--- src/rtl/text_buffer_reader.sv ---
// Streams a ROWS x COLS character RAM to a valid/ready transmitter, one character per fetch.
// Optional macro TEXT_READER_CRLF_EN appends CR, LF after each row.
`timescale 1ns/1ps
module text_buffer_reader #(
  parameter int DATA_WIDTH = 8,
  parameter int ROWS       = 4,
  parameter int COLS       = 32
) (
  input  logic                     clk,
  input  logic                     reset,
  input  logic                     start,
  output logic [$clog2(ROWS)-1:0]  r_row,
  output logic [$clog2(COLS)-1:0]  r_col,
  input  logic [DATA_WIDTH-1:0]    rd_data,
  output logic [DATA_WIDTH-1:0]    tx_data,
  output logic                     tx_valid,
  input  logic                     tx_ready,
  output logic                     busy,
  output logic                     done
);

  localparam int RW = $clog2(ROWS);
  localparam int CW = $clog2(COLS);
  localparam logic [RW-1:0] ROW_LAST = RW'(ROWS - 1);
  localparam logic [CW-1:0] COL_LAST = CW'(COLS - 1);
  localparam logic [DATA_WIDTH-1:0] CH_SPACE = DATA_WIDTH'(8'h20);
`ifdef TEXT_READER_CRLF_EN
  localparam logic [DATA_WIDTH-1:0] CH_CR = DATA_WIDTH'(8'h0D);
  localparam logic [DATA_WIDTH-1:0] CH_LF = DATA_WIDTH'(8'h0A);
`endif

`ifdef TEXT_READER_CRLF_EN
  typedef enum logic [2:0] {
    IDLE = 3'd0, FETCH = 3'd1, CAPTURE = 3'd2, SEND = 3'd3, CR = 3'd4, LF = 3'd5, DONE = 3'd6
  } state_t;
`else
  typedef enum logic [2:0] {
    IDLE = 3'd0, FETCH = 3'd1, CAPTURE = 3'd2, SEND = 3'd3, DONE = 3'd6
  } state_t;
`endif

  // Unwritten cells read as NUL; show them as blanks.
  function automatic logic [DATA_WIDTH-1:0] blank_fill(input logic [DATA_WIDTH-1:0] c);
    return (c == '0) ? CH_SPACE : c;
  endfunction

  state_t                  state_r, state_s;
  logic [RW-1:0]           row_r, row_s, row_adv_s;
  logic [CW-1:0]           col_r, col_s;
  logic [DATA_WIDTH-1:0]   tx_data_r, tx_data_s;
  logic                    tx_valid_r, tx_valid_s;
  logic                    busy_r, busy_s;
  logic                    done_r, done_s;
  logic                    last_row_s;
  state_t                  row_end_state_s;

  // State register.
  always_ff @(posedge clk or posedge reset) begin
    if (reset) begin
      state_r <= IDLE;
    end else begin
      state_r <= state_s;
    end
  end

  // Counter and output registers.
  always_ff @(posedge clk or posedge reset) begin
    if (reset) begin
      row_r      <= '0;
      col_r      <= '0;
      tx_data_r  <= '0;
      tx_valid_r <= 1'b0;
      busy_r     <= 1'b0;
      done_r     <= 1'b0;
    end else begin
      row_r      <= row_s;
      col_r      <= col_s;
      tx_data_r  <= tx_data_s;
      tx_valid_r <= tx_valid_s;
      busy_r     <= busy_s;
      done_r     <= done_s;
    end
  end

  // Next-state and next-register logic.
  always_comb begin
    state_s         = state_r;
    row_s           = row_r;
    col_s           = col_r;
    tx_data_s       = tx_data_r;
    tx_valid_s      = tx_valid_r;
    busy_s          = busy_r;
    done_s          = 1'b0;
    last_row_s      = (row_r == ROW_LAST);
    row_adv_s       = last_row_s ? row_r : row_r + RW'(1);
    row_end_state_s = last_row_s ? DONE : FETCH;
    case (state_r)
      IDLE: begin
        if (start) begin
          row_s   = '0;
          col_s   = '0;
          busy_s  = 1'b1;
          state_s = FETCH;
        end else begin
          state_s = IDLE;
        end
      end
      FETCH: begin
        state_s = CAPTURE;
      end
      CAPTURE: begin
        tx_data_s  = blank_fill(rd_data);
        tx_valid_s = 1'b1;
        state_s    = SEND;
      end
      SEND: begin
        if (tx_ready) begin
          if (col_r == COL_LAST) begin
            col_s = '0;
`ifdef TEXT_READER_CRLF_EN
            tx_data_s = CH_CR;
            state_s   = CR;
`else
            // Last column of the row: advance row or finish.
            tx_valid_s = 1'b0;
            row_s      = row_adv_s;
            busy_s     = !last_row_s;
            done_s     = last_row_s;
            state_s    = row_end_state_s;
`endif
          end else begin
            col_s      = col_r + CW'(1);
            tx_valid_s = 1'b0;
            state_s    = FETCH;
          end
        end else begin
          state_s = SEND;
        end
      end
`ifdef TEXT_READER_CRLF_EN
      CR: begin
        if (tx_ready) begin
          tx_data_s = CH_LF;
          state_s   = LF;
        end else begin
          state_s = CR;
        end
      end
      LF: begin
        if (tx_ready) begin
          tx_valid_s = 1'b0;
          row_s      = row_adv_s;
          busy_s     = !last_row_s;
          done_s     = last_row_s;
          state_s    = row_end_state_s;
        end else begin
          state_s = LF;
        end
      end
`endif
      DONE: begin
        state_s = IDLE;
      end
      default: begin
        tx_valid_s = 1'b0;
        busy_s     = 1'b0;
        state_s    = IDLE;
      end
    endcase
  end

  assign r_row    = row_r;
  assign r_col    = col_r;
  assign tx_data  = tx_data_r;
  assign tx_valid = tx_valid_r;
  assign busy     = busy_r;
  assign done     = done_r;

endmodule

--- config.mk ---
export PLATFORM = sky130hd
export DESIGN_NAME = text_buffer_reader
export DESIGN_NICKNAME = d
export VERILOG_FILES = /design/src/rtl/text_buffer_reader.sv
export SDC_FILE = /design/constraint.sdc
export NUM_CORES = 1
export LEC_CHECK = 0
export ABC_AREA = 1
export CORE_AREA = 2 2 73 68
export CTS_CLUSTER_SIZE = 40
export DETAILED_ROUTE_END_ITERATION = 8
export DIE_AREA = 0 0 75 70
export GPL_ROUTABILITY_DRIVEN = 1
export SLEW_MARGIN = 10
export SYNTH_ARGS = -nofsm -noshare
export SYNTH_HDL_FRONTEND = slang
export SYNTH_SLANG_ARGS = --single-unit
--- constraint.sdc ---
create_clock -name clk -period 1.3 [get_ports clk]
set_input_delay 0.26 -clock clk [delete_from_list [all_inputs] [get_ports clk]]
set_output_delay 0.26 -clock clk [all_outputs]
set_load 0.02 [all_outputs]
# Word-level counts from Yosys, hierarchy flattened
# Index checks and enable logic that the tools add are counted.
# totals
register_bits,21
latch_bits,0
ramBits,0
romBits,0
mem_count,0
# op_classes
addsub,2
multipliers,0
div_mod_pow,0
order_cmp,0
eq_ne,10
shift,0
n_mux,24
bitwise,2
reduce_logical,10
# op_table
operator,count
$mux 5,3
$pmux 3 s4,1
$pmux 5 s2,1
$mux 3,3
$logic_not 8->1,1
$mux 1,8
$mux 2,4
$mux 8,1
$ne 2x2->1 const B,4
$eq 3x2->1 const B,2
$pmux 1 s3,2
$reduce_or 3->1,2
$add 5x1->5 const B,1
$eq 5x5->1 const B,1
$reduce_and 5->1,1
$pmux 2 s2,1
$reduce_and 4->1,1
$eq 3x1->1 const B,1
$eq 3x3->1 const B,1
$logic_not 3->1,1
$reduce_and 3->1,1
$add 2x1->2 const B,1
$eq 2x2->1 const B,1
$not 1->1,2
3 further kinds,3

# Depth between registers and ports, before layout
# depth
depth_word,5
mapped_depth,10
depth_no_buf,10

# Worst setup path before layout
# No wires, ideal clock.
# synth_path
path_type,register to register
startpoint,register col_r[0] (netlist: r_col[0])
endpoint,register row_r[0] (netlist: r_row[0])
setup_time_ns,0.117
t_arrival_ns,1.427
required_ns,1.183
path_slack_ns,-0.245
stages_incl_launch_ff,10
n_path_buf,0
cell_sequence,dfrtp_1 > ha_1 > nand2_1 > nor2_1 > ha_1 > nand2_1 > nand2_1 > nand4_1 > nand2_1 > nand2_1
# synth_via
elab_chain_cells,3
# synth_lines
element,line,text
"start, declared",49,"logic [CW-1:0] col_r, col_s;"
"start signal, assigned",77,col_r <= col_s;
$eq 5x5->1,118,if (col_r == COL_LAST) begin
$ne 2x2->1 (no line),n/a,
$reduce_and 5->1 (no line),n/a,
"end signal, assigned",76,row_r <= row_s;
"end, declared",48,"logic [RW-1:0] row_r, row_s, row_adv_s;"
# Every way passes these cells.
# A chain may end at the register's enable or synchronous reset.

# Final worst setup path
# layout_path
startpoint,register col_r[0] (netlist: r_col[0])
endpoint,register state_r[0]
# layout_via
elab_chain_cells,4
# layout_lines
element,line,text
$eq 5x5->1,118,
$mux 3,118,
$mux 3,117,if (tx_ready) begin
$pmux 3 s4,97,case (state_r)
net state_s[0],47,"state_t state_r, state_s;"
"end signal, assigned",62,state_r <= state_s;
"end, declared",47,
# The timed path passes the listed nets, and every way through them passes these cells.

==> flow_summary.toml <==
[timing]
maxSlewViolCount = 0
slew-limit-headroom_pct = 78.64
hold_ws_ns = 0.3210
max_slew.worst_pin.slew_ns = 0.3204
max_freq_ghz = 0.7162
grt_setup_unrepaired = "true"
hold_viol_final = 0
min_period_ns = 1.396
worst_slack_ns = -0.09627
skew_ns = 0.002861
fin_crit_sh_pct = 107.4
setup_viol = 9

[logic_synthesis]
yosys_register_bits = 21
synth_nets = 150
synthFlopType = "dfrtp_1"
synth_edf_count = 0
synth_cell_type_count = 21
async_reset_ff_share_pct = 100.0
syn_area_um2 = 1101
yosys-top-cells-area = "dfrtp_1, nand2_1, inv_1, nand3_1, o21ai_0"
ys_warn_count = 0
yosys-top-cells-count = "nand2_1, dfrtp_1, inv_1"
yosys.area.top_type_share_pct = 47.73
synth_most_common_cell = "nand2_1"
synth_top_cell_by_area = "dfrtp_1"
postSynthAreaPerCell_um2 = 8.156
ys_seq_area_share_pct = 47.73
synthCells = 135

[die]
die_w_um = 75
coreArea_um2 = 4594
die-area_um2 = 5250
initial_utilization_pct = 23.97
fp-row-count = 24
pin_count = 30
die_h_um = 70

[power]
pwr_density_cell_nw_per_um2 = 1931
fin_total_pwr_mw = 3.203
leakage_nw = 0.8530
max-vdd-ir-drop_uv = 787.2

[outcome]
outcome = "finished, violations left"
violations = "setup timing"

[worst_setup_path]
crit_type = "flip-flop to flip-flop"
cpMaxStageDelayCell = "dfrtp_2"
path_cells = "ha_4, nand2_1, nor2_1, ha_2, buf_4, nand2_1, o21ai_2, nand3_1"
worstPathMaxFanout = 3
worstPathRequired_ns = 1.44
cp_slowest_stage_delay_ns = 0.39
arrival_ns = 1.54
critPathCaptureType = "flip-flop"
cpMostUsedCell = "nand2_1"
cp-start-kind = "flip-flop"
reg2regPathDepth = 8

[finish]
nNetsFinal = 200
utilization_pct = 36.11
nFillCells = 491
drive_gt1_share_pct = 25.54
finalNonFillerCells = 249
synthToLayoutAreaGrowth_pct = 50.68
diodes = 0

[clocking]
cts_max_path_buffers = 2
cts_tree = "built"
cts.sinks = 21
clk_latency_ns = 0.26
clk_pin_slew_ns = 0.08
cts_max_level = 1
hold_buffers = 0
cts_root_buf = "clkbuf_8"
cts_buffers = 3

[routing]
ant_nets = 0
first_pass_iters = 4
drt_drc_violations_left = 0
vias_per_cell = 3.992
drt_iter0_drc = 71
wl_um = 2510
wl_per_cell_um = 10.08
num_vias = 994

[place]
port_buffers = 29
dp.cells = 241
routabilityCongestion = 0.7689
hpwl_um = 1919
place_ws_ns = -0.1194

[grt]
gr-total-overflow = 0
antenna_found_initial = 0
grt_pass1_vias = 980
grt_usage_pct = 11.14
grt_max_degree = 22
grt_pass1_wl_um = 4519

[run]
drv_cap = 0

[min_path]
hold_class = "input pin to async pin"
-- power by group --
group          total, mW  switching, mW  internal, mW
sequential          1.08          0.182         0.896
clock              0.433          0.219         0.214
combinational       1.69           1.02         0.674
-- critical path, delay by kind of cell, from the launching register on --
kind	cells	cell delay (ns)
flip-flops	1	0.39
adder cells (fa/ha/maj)	2	0.34
AND/OR/NAND/NOR	4	0.29
AO/OA/AOI/OAI	1	0.14
buffers and inverters	1	0.11
-- metal layers --
layer,share of wire (%),track usage [%]
met1,48,15.70
met2,46,16.47
met3,5.4,3.752
met4,0.84,2.381
met5,0,0
-- layout by cell type, fill, tap and decap left out, types with 2 or more instances in the layout --
master / n
nand2_1: 34
inv_1: 21
dfrtp_1: 18
buf_4: 17
dlygate4sd2_1: 13
nand3_1: 11
clkdlybuf4s50_1: 11
nor2_1: 8
o21ai_0: 8
nand2_2: 4
nand2_4: 3
nand4_1: 3
nor2_2: 3
clkbuf_8: 3
clkdlybuf4s15_1: 3
dfrtp_2: 3
nand3_2: 2
nand3b_1: 2
nor2_4: 2
a21oi_1: 2
o21ai_2: 2
-- registers in the layout, summed over array words and instances, names as in the netlist --
register and flops:
busy 1, done 1, r_col 5, r_row 2, state_r 3, tx_data 8, tx_valid 1
-- kinds of logic (layout without fill, tap and decap cells) --
kind of cell / Yosys count / in the layout / synth area share, %
adders and majority gates: 3 / 3 / 3.409
buffers and inverters: 24 / 73 / 9.091
xor gates and xnor gates: 1 / 1 / 0.7956
DFF: 21 / 21 / 47.73
AOI/OAI and AO/OA: 12 / 12 / 5.795
and+or+nand+nor: 74 / 74 / 33.18
-- area by class of cell --
cell class / instances / area [um^2] / share of cell area, %
inverter: 23 / 88.84 / 5.354
timing repair buffer: 46 / 391.6 / 23.60
clock buffer: 3 / 41.29 / 2.489
clock inverter: 1 / 5.005 / 0.3017
sequential: 21 / 529.3 / 31.90
tap: 65 / 81.33 / 4.902
multi-input combinational: 90 / 521.8 / 31.45
-- final timing paths --
path                       slack [ns]          to      from
max in group asynchronous        0.74  state_r[1]     reset
max                              -0.1  state_r[0]  r_col[0]
max reg2reg                      -0.1  state_r[0]  r_col[0]
min in group clk                 0.47    tx_valid  tx_valid
min reg2reg                      0.47    tx_valid  tx_valid
min                              0.32    r_col[1]     reset
-- through the flow --
stage / area (um^2) / setup TNS [ns]
2_1_floorplan: 1119 / -0.4779
3_3_place_gp: 1577 / -0.4057
3_5_place_dp: 1577 / -0.5047
4_1_cts: 1634 / -0.5140
5_1_grt: 1659 / -1.639
6_report: 1659 / -0.4956
-- repair_timing --
action	in CTS	in global routing
pin swaps	8	6
gates resized for setup	29	8
hold endpoints to repair	0	0
endpoints found under the setup margin	27	20
setup buffers	2	2
Power figures use the tool's default switching activity.
